==> src/rtl/hamming_correct_stage.sv <==
// Single-error-correction output stage behind the Hamming(7,4) syndrome decoder.
// It corrects data bits, drives a valid/ready stream and keeps saturating error stats with a burst alarm.
module hamming_correct_stage #(
  parameter int CNT_W     = 8,
  parameter int ALARM_RUN = 4
) (
  input  logic             clk,
  input  logic             rst,
  input  logic             in_valid,
  output logic             in_ready,
  input  logic [3:0]       in_data,
  input  logic [2:0]       in_error_position,
  input  logic             in_error,
  output logic             out_valid,
  input  logic             out_ready,
  output logic [3:0]       out_data,
  output logic             out_corrected,
  output logic [2:0]       out_error_position,
  input  logic             clr_stats,
  output logic [CNT_W-1:0] word_count,
  output logic [CNT_W-1:0] data_fix_count,
  output logic [CNT_W-1:0] parity_fix_count,
  output logic             alarm
);

  typedef enum logic [1:0] {
    ST_OK    = 2'd0,
    ST_RUN   = 2'd1,
    ST_ALARM = 2'd2
  } state_e;

  localparam logic [CNT_W-1:0] CNT_MAX = {CNT_W{1'b1}};
  localparam logic [CNT_W-1:0] CNT_ONE = {{(CNT_W-1){1'b0}}, 1'b1};
  localparam logic [CNT_W-1:0] RUN_TGT = CNT_W'(ALARM_RUN);

  function automatic logic [CNT_W-1:0] sat_inc(input logic [CNT_W-1:0] v, input logic en);
    return (en && (v != CNT_MAX)) ? v + CNT_ONE : v;
  endfunction

  logic             out_valid_q, out_valid_d;
  logic [3:0]       out_data_q, out_data_d;
  logic             out_corrected_q, out_corrected_d;
  logic [2:0]       out_pos_q, out_pos_d;
  logic [CNT_W-1:0] word_q, word_d;
  logic [CNT_W-1:0] dfix_q, dfix_d;
  logic [CNT_W-1:0] pfix_q, pfix_d;
  logic [CNT_W-1:0] run_q, run_d;
  state_e           state_q, state_d;
  logic             alarm_q, alarm_d;

  logic             accept_s;
  logic [3:0]       fix_mask_s;
  logic             data_err_s;
  logic             parity_err_s;
  logic             errored_s;
  logic [CNT_W-1:0] run_inc_s;

  assign in_ready  = !out_valid_q || out_ready;
  assign accept_s  = in_valid && in_ready;
  assign errored_s = data_err_s || parity_err_s;
  assign run_inc_s = run_q + CNT_ONE;

  // Decode the syndrome into a data-bit flip mask and error class.
  always_comb begin
    fix_mask_s   = 4'b0000;
    data_err_s   = 1'b0;
    parity_err_s = 1'b0;
    if (in_error) begin
      case (in_error_position)
        3'd3:                begin fix_mask_s = 4'b0001; data_err_s = 1'b1; end
        3'd5:                begin fix_mask_s = 4'b0010; data_err_s = 1'b1; end
        3'd6:                begin fix_mask_s = 4'b0100; data_err_s = 1'b1; end
        3'd7:                begin fix_mask_s = 4'b1000; data_err_s = 1'b1; end
        3'd1, 3'd2, 3'd4:    parity_err_s = 1'b1;
        default:             fix_mask_s = 4'b0000;
      endcase
    end else begin
      fix_mask_s = 4'b0000;
    end
  end

  // Output register: load on accept, drop valid on a bare transfer, otherwise hold.
  always_comb begin
    out_valid_d     = out_valid_q;
    out_data_d      = out_data_q;
    out_corrected_d = out_corrected_q;
    out_pos_d       = out_pos_q;
    if (accept_s) begin
      out_valid_d     = 1'b1;
      out_data_d      = in_data ^ fix_mask_s;
      out_corrected_d = data_err_s;
      out_pos_d       = in_error_position;
    end else if (out_valid_q && out_ready) begin
      out_valid_d = 1'b0;
    end else begin
      out_valid_d = out_valid_q;
    end
  end

  // Statistics and burst-alarm next state; a clear outranks a simultaneous accept.
  always_comb begin
    word_d  = word_q;
    dfix_d  = dfix_q;
    pfix_d  = pfix_q;
    run_d   = run_q;
    state_d = state_q;
    alarm_d = alarm_q;
    if (clr_stats) begin
      word_d  = {CNT_W{1'b0}};
      dfix_d  = {CNT_W{1'b0}};
      pfix_d  = {CNT_W{1'b0}};
      run_d   = {CNT_W{1'b0}};
      state_d = ST_OK;
      alarm_d = 1'b0;
    end else if (accept_s) begin
      word_d = sat_inc(word_q, 1'b1);
      dfix_d = sat_inc(dfix_q, data_err_s);
      pfix_d = sat_inc(pfix_q, parity_err_s);
      case (state_q)
        ST_OK, ST_RUN: begin
          if (errored_s) begin
            run_d = run_inc_s;
            if (run_inc_s == RUN_TGT) begin
              state_d = ST_ALARM;
              alarm_d = 1'b1;
            end else begin
              state_d = ST_RUN;
            end
          end else begin
            run_d   = {CNT_W{1'b0}};
            state_d = ST_OK;
          end
        end
        ST_ALARM: alarm_d = 1'b1;
        default: begin
          run_d   = {CNT_W{1'b0}};
          state_d = ST_OK;
          alarm_d = 1'b0;
        end
      endcase
    end else begin
      state_d = state_q;
    end
  end

  // State registers with synchronous reset.
  always_ff @(posedge clk) begin
    if (rst) begin
      out_valid_q     <= 1'b0;
      out_data_q      <= 4'b0000;
      out_corrected_q <= 1'b0;
      out_pos_q       <= 3'd0;
      word_q          <= {CNT_W{1'b0}};
      dfix_q          <= {CNT_W{1'b0}};
      pfix_q          <= {CNT_W{1'b0}};
      run_q           <= {CNT_W{1'b0}};
      state_q         <= ST_OK;
      alarm_q         <= 1'b0;
    end else begin
      out_valid_q     <= out_valid_d;
      out_data_q      <= out_data_d;
      out_corrected_q <= out_corrected_d;
      out_pos_q       <= out_pos_d;
      word_q          <= word_d;
      dfix_q          <= dfix_d;
      pfix_q          <= pfix_d;
      run_q           <= run_d;
      state_q         <= state_d;
      alarm_q         <= alarm_d;
    end
  end

  assign out_valid          = out_valid_q;
  assign out_data           = out_data_q;
  assign out_corrected      = out_corrected_q;
  assign out_error_position = out_pos_q;
  assign word_count         = word_q;
  assign data_fix_count     = dfix_q;
  assign parity_fix_count   = pfix_q;
  assign alarm              = alarm_q;

endmodule

==> config.mk <==
export PLATFORM = sky130hd
export DESIGN_NAME = hamming_correct_stage
export DESIGN_NICKNAME = d
export VERILOG_FILES = /design/src/rtl/hamming_correct_stage.sv
export SDC_FILE = /design/constraint.sdc
export NUM_CORES = 1
export LEC_CHECK = 0
export ABC_AREA = 1
export CAP_MARGIN = 5
export CORE_ASPECT_RATIO = 1.1
export CORE_MARGIN = 1
export CORE_UTILIZATION = 45
export DETAILED_ROUTE_END_ITERATION = 8
export GPL_ROUTABILITY_DRIVEN = 0
export PLACE_DENSITY = 0.75
export SLEW_MARGIN = 15
export SYNTH_ARGS = -nofsm -noshare
export SYNTH_HDL_FRONTEND = slang
export SYNTH_SLANG_ARGS = --single-unit
export TNS_END_PERCENT = 1
==> constraint.sdc <==
create_clock -name clk -period 1.3 [get_ports clk]
set_input_delay 0.39 -clock clk [delete_from_list [all_inputs] [get_ports clk]]
set_output_delay 0.39 -clock clk [all_outputs]
set_load 0.005 [all_outputs]
# After elaboration in Yosys (flattened, before gate mapping)
# Index checks and enable logic that the tools add are counted.
[classes] n_bitwise=2 n_reduce_logical=18 mux=16 eq_ne=15 addsub=4
[ops] cell="$add A8 B1 Y8 const B" n=4
[ops] cell="$ne A8 B8 Y1 const B" n=3
[ops] cell="$pmux W4 S4" n=1
[ops] cell="$pmux W8 S2" n=1
[ops] cell="$eq A3 B3 Y1 const B" n=4
[ops] cell="$eq A8 B3 Y1 const B" n=1
[ops] cell="$mux W1" n=8
[ops] cell="$mux W8" n=1
[ops] cell="$reduce_and A2 Y1" n=4
[ops] cell="$eq A3 B2 Y1 const B" n=2
[ops] cell="$logic_and A1 B1 Y1" n=4
[ops] cell="$mux W2" n=2
[ops] cell="$mux W4" n=1
[ops] cell="$ne A2 B2 Y1 const B" n=2
[ops] cell="$pmux W2 S2" n=1
[ops] cell="$reduce_or A2 Y1" n=2
[ops] cell="$reduce_or A4 Y1" n=1
[ops] cell="$xor A4 B4 Y4" n=1
[ops] cell="$eq A3 B1 Y1 const B" n=1
[ops] cell="$reduce_and A3 Y1" n=1
[ops] cell="$reduce_or A3 Y1" n=1
[ops] cell="$eq A2 B1 Y1 const B" n=1
[ops] cell="$eq A2 B2 Y1 const B" n=1
[ops] cell="$logic_not A2 Y1" n=1
[ops] cell="other kinds (5)" n=6
[word_totals] register_bits=44 elab_cells=65 inputBits=13

# Depth between registers and ports, before layout
[logic_depth] word_depth=7 ltp_mapped=10 depth_no_buf=10

# Worst setup path before layout
# No wires, ideal clock.
[synth_path] path_type="register to register" startpoint="register dfix_q[1] (netlist: data_fix_count[1])" endpoint="register dfix_q[4] (netlist: data_fix_count[4])" path_slack_ns=-0.144 path_stages_with_launch=9 setup_time_ns=0.115 arrival_time_ns=1.329 cell_sequence="dfxtp_1 ha_1 nand3_1 nor4_1 nor2_4 nand3_2 nor2_1 nor2_1 nor2_1"
[synth_between] elab_chain_cells=3 word_cells_on_any_way=4
[synth_rtl] element="start, declared" line="45" text="logic [CNT_W-1:0] dfix_q, dfix_d;"
[synth_rtl] element="start signal, assigned" line="154" text="dfix_q <= {CNT_W{1'b0}};"
[synth_rtl] element="start signal, assigned" line="165" text="dfix_q <= dfix_d;"
[synth_rtl] element="branches (longest 3 deep; another with $add A8 B1 Y8)"
# Several ways; the timed one is not identified.
# A chain may end at the register's enable or synchronous reset.

# Worst setup path after layout
[layout_path] startpoint="register pfix_q[1] (netlist: parity_fix_count[1])" endpoint="register pfix_q[4] (netlist: parity_fix_count[4])"
[layout_between] elab_chain_cells=3 word_cells_on_any_way=4
[layout_rtl] element="start, declared" line="46" text="logic [CNT_W-1:0] pfix_q, pfix_d;"
[layout_rtl] element="start signal, assigned" line="155" text="pfix_q <= {CNT_W{1'b0}};"
[layout_rtl] element="start signal, assigned" line="166" text="pfix_q <= pfix_d;"
[layout_rtl] element="branches (longest 3 deep; another with $add A8 B1 Y8)"
# Several ways; the timed one is not identified.

==> impl_metrics.json <==
{
  "syn_inst": 310,
  "cts_max_level": 2,
  "avgSynthCellArea_um2": 7.156,
  "relSlewSlack_pct": 77.17,
  "ys_types": 34,
  "netlist_top_cells_area": "dfxtp_1 (40%), nand2_1 (11%), a21oi_1 (7.4%), nor2_1 (6.6%), inv_1 (5.8%)",
  "hp-class": "reg2reg",
  "power_density_nw_per_um2": 783.0,
  "clock_latency_ns": 0.31,
  "num_antenna_cells": 0,
  "violations": "setup timing",
  "max_freq_mhz": 691.5,
  "final_cell_mix": "buf_4 (67), nand2_1 (65), nor2_1 (32)",
  "clk_pin_slew_ns": 0.09,
  "clockBufferDepth": 2,
  "cp_num_buf_inv": 1,
  "hold_start": "out_error_position[1]",
  "min_to": "out_error_position[1]",
  "cap_violations": 0,
  "grt_use_total_pct": 24.95,
  "worst_pin_slew_ns": 0.3402,
  "preCtsSetupSlack_ns": -0.7945,
  "cp-end-kind": "register",
  "whs_ns": 0.4670,
  "cts-root-buf": "clkbuf_8",
  "dr.pass1.iters": 4,
  "finalMaxSlewViolations": 0,
  "cp_common_cell": "nand3_4",
  "post_drt_wl_per_cell_um": 13.02,
  "initial_core_util_pct": 47.36,
  "stdcell_area_um2": 3632,
  "cts-buffers-inserted": 5,
  "ys_seq_elements": 44,
  "rows": 26,
  "cp_max_fo": 8,
  "post-route-period-util_pct": 111.2,
  "postCtsHoldBufs": 0,
  "critPathKind": "reg2reg",
  "die_x_um": 68.95,
  "drt-initial-drc-count": 147,
  "grt_pass1_wl_um": 9701,
  "setup_slack_ns": -0.1462,
  "synth_nets": 328,
  "fin_crit_ns": 1.446,
  "cp_top_family": "simple AND/OR/NAND/NOR gates",
  "die_h_um": 75.64,
  "rsz0062_at_grt": "yes",
  "critical_path.cell_chain": "ha_4, nand3_2, nor2_4, nand3_4, nand3_4, nor2_2, buf_4, o21a_1",
  "cts.sinks": 44,
  "drcViolationCount": 0,
  "min_path_cells": 2,
  "ir_worst_vdd_uv": 536.1,
  "r2r_end": "parity_fix_count[4]",
  "num_io_pins": 48,
  "via_count": 2498,
  "r2r_cells": 8,
  "drive_gt1_share_pct": 39.44,
  "grt_pass1_vias": 2303,
  "vias_per_cell": 5.129,
  "grt-ovfl-total": 0,
  "hpwl_um": 4163,
  "antenna_found_initial": 0,
  "coreArea_um2": 4684,
  "r2r_slack_ns": -0.15,
  "synth_top_area_share_pct": 39.71,
  "cts_tree": "done",
  "regToRegStartpoint": "parity_fix_count[1]",
  "cp-startpoint": "parity_fix_count[1]",
  "max_stage_delay_ns": 0.37,
  "final_nets": 448,
  "finalClockSkew_ns": 0.006615,
  "syn-cell-area_um2": 2218,
  "cp-start-kind": "register",
  "die_area_um2": 5215,
  "worst_ep_required_time_ns": 1.51,
  "routed_wl_um": 6342,
  "p_leak_uw": 0.001550,
  "nFillCells": 322,
  "final_core_util_pct": 77.54,
  "area_delta_synth_final_pct": 63.73,
  "status": "finished with violations",
  "seq_area_frac_synth_pct": 39.71,
  "synth_area_leader_cell": "dfxtp_1",
  "portBuffers": 47,
  "hold_violations": 0,
  "final_common_cell": "buf_4",
  "arrival_ns": 1.65,
  "placed_area_um2": 3247,
  "synth_warnings": 0,
  "setup_viol": 36,
  "grt_max_degree": 16,
  "ant_nets": 0,
  "critical-path-slowest-cell": "dfxtp_2"
}
-- how the worst max path moves through the flow --
stage	to	slack [ns]	cells past startpoint
detailed placement	data_fix_count[4]	-0.79	9
global route	data_fix_count[4]	-0.23	8
finish	parity_fix_count[4]	-0.15	8
CTS	state_q[1]	-0.17	9
floorplan	data_fix_count[4]	-0.06	7
global placement	data_fix_count[4]	-0.73	8
-- where the power goes --
part | switching, µW | internal, µW | leakage, µW
clock network | 501 | 569 | 0.0000541
logic | 197 | 192 | 0.00112
registers | 16.3 | 1370 | 0.000374
total | 714 | 2130 | 0.00155
-- synthesized netlist by cell type --
library cell and count:
a211oi_1 2, a21oi_1 33, a21oi_4 1, a31oi_1 1, a31oi_2 1, and3_1 1
buf_2 1, buf_4 1, clkbuf_1 4, dfxtp_1 44, ha_1 5, inv_1 34
inv_2 2, nand2_1 67, nand2_2 1, nand3_1 18, nand3_2 2, nand3_4 1
nand3b_1 1, nand4_1 6, nor2_1 39, nor2_2 2, nor2_4 2, nor3_1 2
nor3_2 1, nor3_4 1, nor4_1 1, o21a_1 4, o21ai_0 15, o21ai_1 4
o21ai_2 1, o21bai_1 2, xnor2_1 6, xor2_1 4
-- through the flow --
stage | total power (µW) | std cells | TNS, ns
final | 2844 | 487 | -2.905
after global routing | 2946 | 487 | -5.660
after CTS | 2838 | 484 | -2.636
after detailed placement | 1784 | 463 | -30.07
after global placement | 1776 | 463 | -28.47
after floorplan | 1581 | 310 | -0.8097
-- tightest hold or removal path, delay by kind of cell, from the launching register on --
kind / cells / cell delay (ns)
compound gates: 1 / 0.05
flops: 1 / 0.32
simple gates: 1 / 0.06
-- state kept, by name (all words and copies together) (netlist names) --
register and cells:
data_fix_count 8, parity_fix_count 8, run_q 8, word_count 8
out_data 4, out_error_position 3, state_q 2, alarm 1
out_corrected 1, out_valid 1
-- timing repair --
item / 4_1_cts / 5_1_grt
resized for setup: 113 / 47
endpoints found under the setup margin: 78 / 62
buffers inserted: 13 / 3
pin swaps: 11 / 16
-- per-layer routing --
metal	up-vias	part of all wire (%)	track usage, %
li1	1253	-	-
met1	1161	41	27.99
met2	71	51	45.31
met3	13	5.5	5.539
met4	0	1.9	9.524
met5	-	0	0
-- layout make-up --
| cell class | instances | area (µm²) | share of cell area (%) |
|---|---|---|---|
| inverter | 36 | 155.1 | 4.271 |
| multi-input combinational | 224 | 1359 | 37.41 |
| timing repair buffer | 119 | 1001 | 27.56 |
| clock buffer | 5 | 68.82 | 1.895 |
| clock inverter | 3 | 42.54 | 1.171 |
| sequential | 44 | 935.9 | 25.77 |
| tap | 56 | 70.07 | 1.929 |
-- cells by family (layout without fill, tap and decap cells) --
logic type | count (synthesis) | after routing | share of synthesized area (%)
buffers and inverters | 42 | 163 | 7.332
XOR/XNOR | 10 | 10 | 3.948
AND/OR/NAND/NOR | 145 | 145 | 29.78
AO/OA/AOI/OAI | 64 | 64 | 16.41
adder cells (fa/ha/maj) | 5 | 5 | 2.820
flip-flops | 44 | 44 | 39.71
Power figures use the tool's default switching activity.
